$ cat src/rtl/wb_arbiter_if.sv
`default_nettype none
// +----------------------------------------------------------------------------+
// | Module      : wb_arbiter_if                                                |
// | Description : Writeback port bundle: ALU result, LSU result, register-file |
// |               write and LSU buffer occupancy.                              |
// | Revision    : 1.0 - initial release                                        |
// +----------------------------------------------------------------------------+
interface wb_arbiter_if #(
  parameter int XLEN  = 64,
  parameter int DEPTH = 4
);
  logic                   alu_valid;
  logic [4:0]             alu_rd;
  logic [XLEN-1:0]        alu_data;
  logic                   alu_stall;
  logic                   lsu_valid;
  logic                   lsu_ready;
  logic [4:0]             lsu_rd;
  logic [XLEN-1:0]        lsu_data;
  logic                   reg_write;
  logic [4:0]             write_addr;
  logic [XLEN-1:0]        write_data;
  logic [$clog2(DEPTH):0] lsu_pending;

  modport master (
    output alu_valid, alu_rd, alu_data, lsu_valid, lsu_rd, lsu_data,
    input  alu_stall, lsu_ready, reg_write, write_addr, write_data, lsu_pending
  );

  modport slave (
    input  alu_valid, alu_rd, alu_data, lsu_valid, lsu_rd, lsu_data,
    output alu_stall, lsu_ready, reg_write, write_addr, write_data, lsu_pending
  );
endinterface
`default_nettype wire

$ cat src/rtl/wb_arbiter.sv
`default_nettype none
// +----------------------------------------------------------------------------+
// | Module      : wb_arbiter                                                   |
// | Description : Single-port register-file writeback arbiter. ALU results win |
// |               the port; LSU results queue in a FIFO and drain when free.   |
// |               Define WB_STARVE_GUARD_EN to add the FIFO starvation guard.  |
// | Revision    : 1.0 - initial release                                        |
// +----------------------------------------------------------------------------+
module wb_arbiter #(
  parameter int XLEN         = 64,
  parameter int DEPTH        = 4,
  parameter int STARVE_LIMIT = 4
) (
  input  wire logic   clk,
  input  wire logic   rst_n,
  wb_arbiter_if.slave bus
);

  localparam int                 c_PTR_W = $clog2(DEPTH);
  localparam int                 c_CNT_W = c_PTR_W + 1;
  localparam logic [c_CNT_W-1:0] c_FULL  = c_CNT_W'(DEPTH);

  if (DEPTH < 2 || (DEPTH & (DEPTH - 1)) != 0 || STARVE_LIMIT < 1) begin : g_param_check
    $error("wb_arbiter: DEPTH must be a power of two >= 2 and STARVE_LIMIT >= 1");
  end

  logic [c_PTR_W-1:0] wr_ptr_q, wr_ptr_d;
  logic [c_PTR_W-1:0] rd_ptr_q, rd_ptr_d;
  logic [c_CNT_W-1:0] count_q, count_d;
  logic [4:0]         ent_rd_q   [DEPTH];
  logic [4:0]         ent_rd_d   [DEPTH];
  logic [XLEN-1:0]    ent_data_q [DEPTH];
  logic [XLEN-1:0]    ent_data_d [DEPTH];
  logic               reg_write_q, reg_write_d;
  logic [4:0]         write_addr_q, write_addr_d;
  logic [XLEN-1:0]    write_data_q, write_data_d;

  logic fifo_empty;
  logic lsu_ready;
  logic alu_stall;
  logic alu_write;
  logic push;
  logic pop;

  // Ready ignores a same-cycle pop so it never depends on the ALU inputs.
  always_comb begin
    fifo_empty = (count_q == '0);
    lsu_ready  = rst_n && (count_q < c_FULL);
    alu_write  = bus.alu_valid && !alu_stall && (bus.alu_rd != 5'd0);
    pop        = !fifo_empty && !alu_write;
    push       = bus.lsu_valid && lsu_ready && (bus.lsu_rd != 5'd0);
  end

  always_comb begin
    wr_ptr_d   = wr_ptr_q;
    rd_ptr_d   = rd_ptr_q;
    count_d    = count_q;
    ent_rd_d   = ent_rd_q;
    ent_data_d = ent_data_q;
    if (push) begin
      ent_rd_d[wr_ptr_q]   = bus.lsu_rd;
      ent_data_d[wr_ptr_q] = bus.lsu_data;
      wr_ptr_d             = wr_ptr_q + 1'b1;
    end
    if (pop) begin
      rd_ptr_d = rd_ptr_q + 1'b1;
    end
    case ({push, pop})
      2'b10:   count_d = count_q + 1'b1;
      2'b01:   count_d = count_q - 1'b1;
      default: count_d = count_q;
    endcase
  end

  // Address and data hold their last values when nothing is selected.
  always_comb begin
    reg_write_d  = alu_write || pop;
    write_addr_d = write_addr_q;
    write_data_d = write_data_q;
    if (alu_write) begin
      write_addr_d = bus.alu_rd;
      write_data_d = bus.alu_data;
    end else if (pop) begin
      write_addr_d = ent_rd_q[rd_ptr_q];
      write_data_d = ent_data_q[rd_ptr_q];
    end
  end

  always_ff @(posedge clk) begin
    if (!rst_n) begin
      wr_ptr_q     <= '0;
      rd_ptr_q     <= '0;
      count_q      <= '0;
      reg_write_q  <= 1'b0;
      write_addr_q <= '0;
      write_data_q <= '0;
    end else begin
      wr_ptr_q     <= wr_ptr_d;
      rd_ptr_q     <= rd_ptr_d;
      count_q      <= count_d;
      reg_write_q  <= reg_write_d;
      write_addr_q <= write_addr_d;
      write_data_q <= write_data_d;
    end
  end

  always_ff @(posedge clk) begin
    ent_rd_q   <= ent_rd_d;
    ent_data_q <= ent_data_d;
  end

`ifdef WB_STARVE_GUARD_EN
  localparam int c_STV_W = $clog2(STARVE_LIMIT + 1);

  logic [c_STV_W-1:0] starve_q, starve_d;
  logic               stall_q, stall_d;

  // The stall cycle always pops, so the counter never passes STARVE_LIMIT.
  always_comb begin
    starve_d = starve_q;
    if (pop) begin
      starve_d = '0;
    end else if (!fifo_empty && alu_write) begin
      starve_d = starve_q + 1'b1;
    end
    stall_d = (starve_d == c_STV_W'(STARVE_LIMIT));
  end

  always_ff @(posedge clk) begin
    if (!rst_n) begin
      starve_q <= '0;
      stall_q  <= 1'b0;
    end else begin
      starve_q <= starve_d;
      stall_q  <= stall_d;
    end
  end

  assign alu_stall     = stall_q;
  assign bus.alu_stall = rst_n && stall_q;
`else
  assign alu_stall     = 1'b0;
  assign bus.alu_stall = 1'b0;
`endif

  assign bus.lsu_ready   = lsu_ready;
  assign bus.lsu_pending = count_q;
  assign bus.reg_write   = reg_write_q;
  assign bus.write_addr  = write_addr_q;
  assign bus.write_data  = write_data_q;

endmodule
`default_nettype wire
$ cat src/flat_wrapper.sv
// flat-port wrapper written by rule: the top's interface ports become plain ports
module wb_arbiter_flat 
#(
  parameter int XLEN         = 64,
  parameter int DEPTH        = 4,
  parameter int STARVE_LIMIT = 4
)
  (clk, rst_n, bus_alu_valid, bus_alu_rd, bus_alu_data, bus_lsu_valid, bus_lsu_rd, bus_lsu_data, bus_alu_stall, bus_lsu_ready, bus_reg_write, bus_write_addr, bus_write_data, bus_lsu_pending);
  wb_arbiter_if #(.XLEN(XLEN), .DEPTH(DEPTH)) bus_i ();
  input  wire logic clk;
  input  wire logic rst_n;
  input wire logic [$bits(bus_i.alu_valid)-1:0] bus_alu_valid;
  input wire logic [$bits(bus_i.alu_rd)-1:0] bus_alu_rd;
  input wire logic [$bits(bus_i.alu_data)-1:0] bus_alu_data;
  input wire logic [$bits(bus_i.lsu_valid)-1:0] bus_lsu_valid;
  input wire logic [$bits(bus_i.lsu_rd)-1:0] bus_lsu_rd;
  input wire logic [$bits(bus_i.lsu_data)-1:0] bus_lsu_data;
  output wire logic [$bits(bus_i.alu_stall)-1:0] bus_alu_stall;
  output wire logic [$bits(bus_i.lsu_ready)-1:0] bus_lsu_ready;
  output wire logic [$bits(bus_i.reg_write)-1:0] bus_reg_write;
  output wire logic [$bits(bus_i.write_addr)-1:0] bus_write_addr;
  output wire logic [$bits(bus_i.write_data)-1:0] bus_write_data;
  output wire logic [$bits(bus_i.lsu_pending)-1:0] bus_lsu_pending;
  assign bus_i.alu_valid = bus_alu_valid;
  assign bus_i.alu_rd = bus_alu_rd;
  assign bus_i.alu_data = bus_alu_data;
  assign bus_i.lsu_valid = bus_lsu_valid;
  assign bus_i.lsu_rd = bus_lsu_rd;
  assign bus_i.lsu_data = bus_lsu_data;
  assign bus_alu_stall = bus_i.alu_stall;
  assign bus_lsu_ready = bus_i.lsu_ready;
  assign bus_reg_write = bus_i.reg_write;
  assign bus_write_addr = bus_i.write_addr;
  assign bus_write_data = bus_i.write_data;
  assign bus_lsu_pending = bus_i.lsu_pending;
  wb_arbiter #(.XLEN(XLEN), .DEPTH(DEPTH), .STARVE_LIMIT(STARVE_LIMIT)) u_core (.clk(clk), .rst_n(rst_n), .bus(bus_i));
endmodule
$ cat config.mk
export PLATFORM = sky130hd
export DESIGN_NAME = wb_arbiter_flat
export DESIGN_NICKNAME = d
export VERILOG_FILES = /design/src/rtl/wb_arbiter_if.sv /design/src/rtl/wb_arbiter.sv /design/src/flat_wrapper.sv
export SDC_FILE = /design/constraint.sdc
export NUM_CORES = 1
export LEC_CHECK = 0
export BUFFER_PORTS_ARGS = -buffer_cell sky130_fd_sc_hd__buf_2
export CAP_MARGIN = 10
export CORE_ASPECT_RATIO = 0.8
export CORE_MARGIN = 8
export CORE_UTILIZATION = 40
export CTS_CLUSTER_SIZE = 25
export DETAILED_ROUTE_END_ITERATION = 8
export SYNTH_ARGS = -nofsm -noshare
export SYNTH_HDL_FRONTEND = slang
export SYNTH_SLANG_ARGS = --single-unit
$ cat constraint.sdc
create_clock -name clk -period 6.4 [get_ports clk]
set_input_delay 0.64 -clock clk [delete_from_list [all_inputs] [get_ports clk]]
set_output_delay 0.64 -clock clk [all_outputs]
set_load 0.1 [all_outputs]
# After elaboration in Yosys (flattened, before gate mapping)
# Cells that the tools add are included.
[classes] n_addsub=4 order_cmp=4 eq_ne=2 n_mux=17 n_bitwise=2 reduce_logical=14
[ops] op="64-bit 2-to-1 mux" count=5
[ops] op="256-bit bitwise mux" count=1
[ops] op="64-bit binary-select mux with 2-bit select" count=1
[ops] op="64-bit demux with 2-bit select" count=1
[ops] op="5-bit 2-to-1 mux" count=5
[ops] op="20-bit bitwise mux" count=1
[ops] op="5-bit binary-select mux with 2-bit select" count=1
[ops] op="5-bit demux with 2-bit select" count=1
[ops] op="5-bit nonzero test" count=2
[ops] op="3-bit greater-or-equal comparator, second input constant" count=2
[ops] op="1-bit logical AND" count=6
[ops] op="2-bit NOT with 3-bit output" count=2
[ops] op="3-bit case mux with 2 select lines" count=1
[ops] op="2-bit by 1-bit adder with 2-bit output, second input constant" count=2
[ops] op="2-bit nonzero test" count=2
[ops] op="3-bit by 1-bit adder with 3-bit output, second input constant" count=1
[ops] op="3-bit zero test" count=1
[ops] op="3-bit by 1-bit < comparator with 1-bit output, second input constant" count=1
[ops] op="3-bit < comparator, second input constant" count=1
[ops] op="3-bit by 1-bit subtractor with 3-bit output, second input constant" count=1
[ops] op="2-bit by 1-bit equality test with 1-bit output, second input constant" count=1
[ops] op="2-bit equality test, second input constant" count=1
[ops] op="1-bit zero test" count=2
[ops] op="1-bit logical OR" count=1
[word_totals] reg_bits=353 inputBits=142 out_inout_bits=75 elab_cells=57

# Logic depth before layout (Yosys ltp)
[depth] depth_word=6 mapped_depth=11 ltp_nobuf=9

# Worst setup path after synthesis
# Ideal clock, no wire load.
[synth_timing] kind="reg-to-reg" start="reg u_core.count_q[2], in the netlist u_core.bus.lsu_pending[2]" end="reg u_core.ent_data_q[0] (netlist name), enable pin" setup_ns=0.497 arrival_time_ns=5.634 required_ns=5.903 slack_ns=0.269 path_stages_with_launch=5 synth_period_minus_slack_ns=6.131 path_cell_list="dfxtp_1 buf_2 nor2b_1 nand2b_1 nor2_1"
[synth_between] elab_chain_len=4
[synth_rtl] element="start: declaration" line="wb_arbiter.sv:29" rtl="logic [c_CNT_W-1:0] count_q, count_d;"
[synth_rtl] element="start signal: assignment" line="wb_arbiter.sv:100" rtl="count_q <= count_d;"
[synth_rtl] element="3-bit < comparator" line="wb_arbiter.sv:48" rtl="lsu_ready = rst_n && (count_q < c_FULL);"
[synth_rtl] element="1-bit logical AND" line="wb_arbiter.sv:48"
[synth_rtl] element="net bus_lsu_ready" line="flat_wrapper.sv:19" rtl="output wire logic [$bits(bus_i.lsu_ready)-1:0] bus_lsu_ready;"
[synth_rtl] element="1-bit logical AND (2 in a row)" line="wb_arbiter.sv:51" rtl="push = bus.lsu_valid && lsu_ready && (bus.lsu_rd != 5'd0);"
[synth_rtl] element="end signal: assignment" line="wb_arbiter.sv:109" rtl="ent_data_q <= ent_data_d;"
[synth_rtl] element="end: declaration" line="wb_arbiter.sv:32" rtl="logic [XLEN-1:0] ent_data_q [DEPTH];"
# The timed path passes the listed nets, and every way through them passes these cells.
# A chain may end at the register's enable or synchronous reset.

# Final worst setup path
[layout_timing] start="in rst_n" end="reg u_core.ent_data_q[130] (netlist name), enable pin"
[layout_between] elab_chain_len=3
[layout_rtl] element="start: declaration" line="flat_wrapper.sv:11" rtl="input wire logic rst_n;"
[layout_rtl] element="1-bit logical AND" line="wb_arbiter.sv:48"
[layout_rtl] element="1-bit logical AND (2 in a row)" line="wb_arbiter.sv:51"
# No other way between the ends.

==> qor.yml <==
global_route:
  grt_max_degree: 80
  antenna_found_initial: 3
  grt_pass1_wl_um: 46600
  grt_overflow: 0
  grt_pass1_vias: 7870
  grt_usage_pct: 15.5
finish:
  final_cell_mix: "276 x edfxtp_1, 215 x buf_2, 134 x a21oi_1"
  areaGrowthSynthToFinish_pct: 21.0
  num_antenna_cells: 0
  nFillCells: 2781
  stdcell_area_um2: 16100
  nets: 1163
  final_common_cell: "edfxtp_1"
  drive_gt1_share_pct: 34.5
detailed_routing:
  drc: 0
  viasPerCell: 5.19
  drt_wl_total_um: 31000
  drt-initial-drc-count: 548
  antenna_left: 0
  met2WireLength_um: 14600
  drtPass1Iterations: 4
  wl_met1_um: 14100
  routedWlPerCell_um: 21.1
  wl_met3_um: 1880
  num_vias: 7629
  maxUsedRoutingLayer: "met5"
floorplanning:
  row_count: 59
  die_area_um2: 39300
  start_util_pct: 40.7
  core_area_um2: 32600
  die_w_um: 220
  ios: 217
  floorplan.die.height_um: 179
timing:
  worst_pin_slew_ns: 1.10
  finalSetupViolCount: 0
  rsz0062_at_grt: "false"
  slew_violations: 0
  fin_skew_ns: 0.0156
  setup_tns_ns: 0
  relSlewSlack_pct: 26.9
  hold_viol_final: 0
  fmax_mhz: 302
  post-route-min-period_ns: 3.31
  finalCritPeriodShare_pct: 51.7
power_and_ir_drop:
  switchingPower_mw: 2.40
  power_leakage_nw: 5.62
  p_sw_share_pct: 34.8
  vdd_ir_drop_max_v: 0.000262
  p_per_area_nw_per_um2: 431
  power_frac_seq_pct: 40.8
  p_clk_share_pct: 32.0
  p_comb_share_pct: 27.2
  internal_power_mw: 4.51
critical_path:
  critical_path_arrival_ns: 3.45
  endpoint_kind: "register"
  r2r_slack_ns: 3.58
  critPathLaunchType: "input pin"
  startpoint: "rst_n"
  r2r_cells: 4
  crit_required_ns: 6.54
  setup.worst_path.class: "input pin to register"
  rr_endpoint: "u_core.ent_data_q[130]"
  r2r_start: "u_core.bus.lsu_pending[2]"
  crit_end: "u_core.ent_data_q[130]"
  worst-path-max-fanout: 79
placement:
  place_hpwl_um: 18800
  gp_congestion: 0.688
  placed_area_um2: 14800
  portBuffers: 215
yosys:
  yosys_warnings: 0
  avgSynthCellArea_um2: 16.4
  syn_nets: 956
  ys_types: 34
  synth_area_um2: 13300
  ys_seq_area_share_pct: 74.1
  ys_seq_elements: 353
  synth_cells: 808
clock_network:
  clk_path_buf_depth: 3
  cts_htree_levels: 2
  cts_tree: "done"
  hold_buffers: 0
  post_cts_buffers: 0
  clk_pin_slew_ns: 0.06
  clock-sinks: 353
  root_buffer: "clkbuf_16"
  post_cts_resized: 0
  cts_made_buffers: 37
  insertion_delay_ns: 0.52
flow_run:
  drv_cap: 0
min_path:
  hold_class: "input pin to register"
outcome:
  status: "finished clean"
==> registers in the layout, indices dropped and copies added, names as in the netlist <==
signal                  count
u_core.bus.reg_write        1
u_core.bus.write_addr       5
u_core.bus.write_data      64
u_core.wr_ptr_q             2
u_core.bus.lsu_pending      3
u_core.rd_ptr_q             2
u_core.ent_rd_q            20
u_core.ent_data_q         256
==> final cells by class <==
class                           instances  area, µm²  area share [%]
Timing Repair Buffer                  224       1140            7.12
Inverter                               10       37.5           0.234
Clock buffer                           52       1050            6.57
Multi-Input combinational cell        389       3230            20.1
Clock inverter                         16        215            1.34
Sequential cell                       353       9840            61.3
Tap cell                              427        534            3.33
==> how the worst min path moves through the flow <==
stage | end | start | cells after the start | slack, ns
after global placement | u_core.bus.write_data[61] | u_core.bus.write_data[61] | 2 | 0.51
final | u_core.ent_data_q[179] | bus_lsu_data[51] | 1 | 0.34
after floorplan | u_core.wr_ptr_q[0] | u_core.wr_ptr_q[0] | 2 | 0.50
after CTS | u_core.ent_data_q[179] | bus_lsu_data[51] | 1 | 0.31
after detailed placement | u_core.bus.write_data[35] | u_core.bus.write_data[35] | 2 | 0.52
after global routing | u_core.ent_data_q[32] | bus_lsu_data[32] | 1 | 0.32
==> worst max-delay path, cell delays in order <==
cell and delay [ns]:
buf_2 0.07, buf_4 0.59, nor2b_1 0.24, nand2b_1 0.27
nor2_4 0.91, buf_4 0.65
==> power by group through the flow <==
stage / Clock, mW / Sequential (mW) / Combinational, mW
after floorplan: 0 / 3.49 / 0.831
after global placement: 0 / 2.87 / 1.91
after detailed placement: 0 / 2.88 / 1.91
after CTS: 2.27 / 2.83 / 1.91
after global routing: 2.36 / 2.85 / 2.01
final: 2.21 / 2.82 / 1.88
==> kinds of logic (layout without fill, tap and decap cells) <==
| logic type | count (synthesis) | in the layout | share of synthesized area [%] |
|---|---|---|---|
| compound gates | 218 | 218 | 8.43 |
| simple gates | 92 | 92 | 2.95 |
| other cells | 1 | 1 | 0.0283 |
| buf+inv | 66 | 302 | 2.01 |
| mux | 70 | 70 | 11.8 |
| flops | 353 | 353 | 74.1 |
| xor+xnor | 2 | 2 | 0.132 |
| fa+ha+maj | 6 | 6 | 0.622 |
==> routing by layer <==
layer,vias to the layer above,global-route usage (%)
met5,-,0
met4,6,3.70
met3,46,3.93
met2,202,24.8
met1,3827,21.3
li1,3548,-
==> cell usage after synthesis <==
cell type    n  area (µm²)
nand2_1     72         270
o31ai_1      2        15.0
o211ai_1     1        7.51
mux4_2      69        1550
a21boi_1     1        7.51
xor2_1       1        8.76
a21oi_1    134         671
nand2b_1     1        6.26
or3_1        3        18.8
o21ai_0     73         365
nor2b_1      1        6.26
and2_1       4        25.0
or4_4        1        11.3
inv_1       10        37.5
o21ai_1      1        5.00
nand3_1      2        10.0
ha_1         5        62.6
or4_1        2        15.0
buf_2       10        50.1
xnor2_1      1        8.76
mux2i_1      1        10.0
a21boi_0     4        30.0
fa_1         1        20.0
edfxtp_1   276        8290
dfxtp_1     77        1540
clkbuf_2     2        10.0
clkbuf_1    40         150
nor2_1       5        18.8
buf_4        1        7.51
nor3_2       1        10.0
o211a_1      1        10.0
o21a_1       1        7.51
buf_1        3        11.3
conb_1       1        3.75
==> per-stage QoR <==
stage	setup WS [ns]	instances	hold WS [ns]	util, %	total power, mW
3_5_place_dp	2.49	1403	0.522	45.3	4.79
3_3_place_gp	2.54	1403	0.515	45.3	4.78
5_1_grt	2.82	1471	0.317	49.2	7.23
6_report	3.09	1471	0.338	49.2	6.92
4_1_cts	3.04	1471	0.307	49.2	7.01
2_1_floorplan	0.269	808	0.498	-	4.32
(Power assumes the default switching activity.)
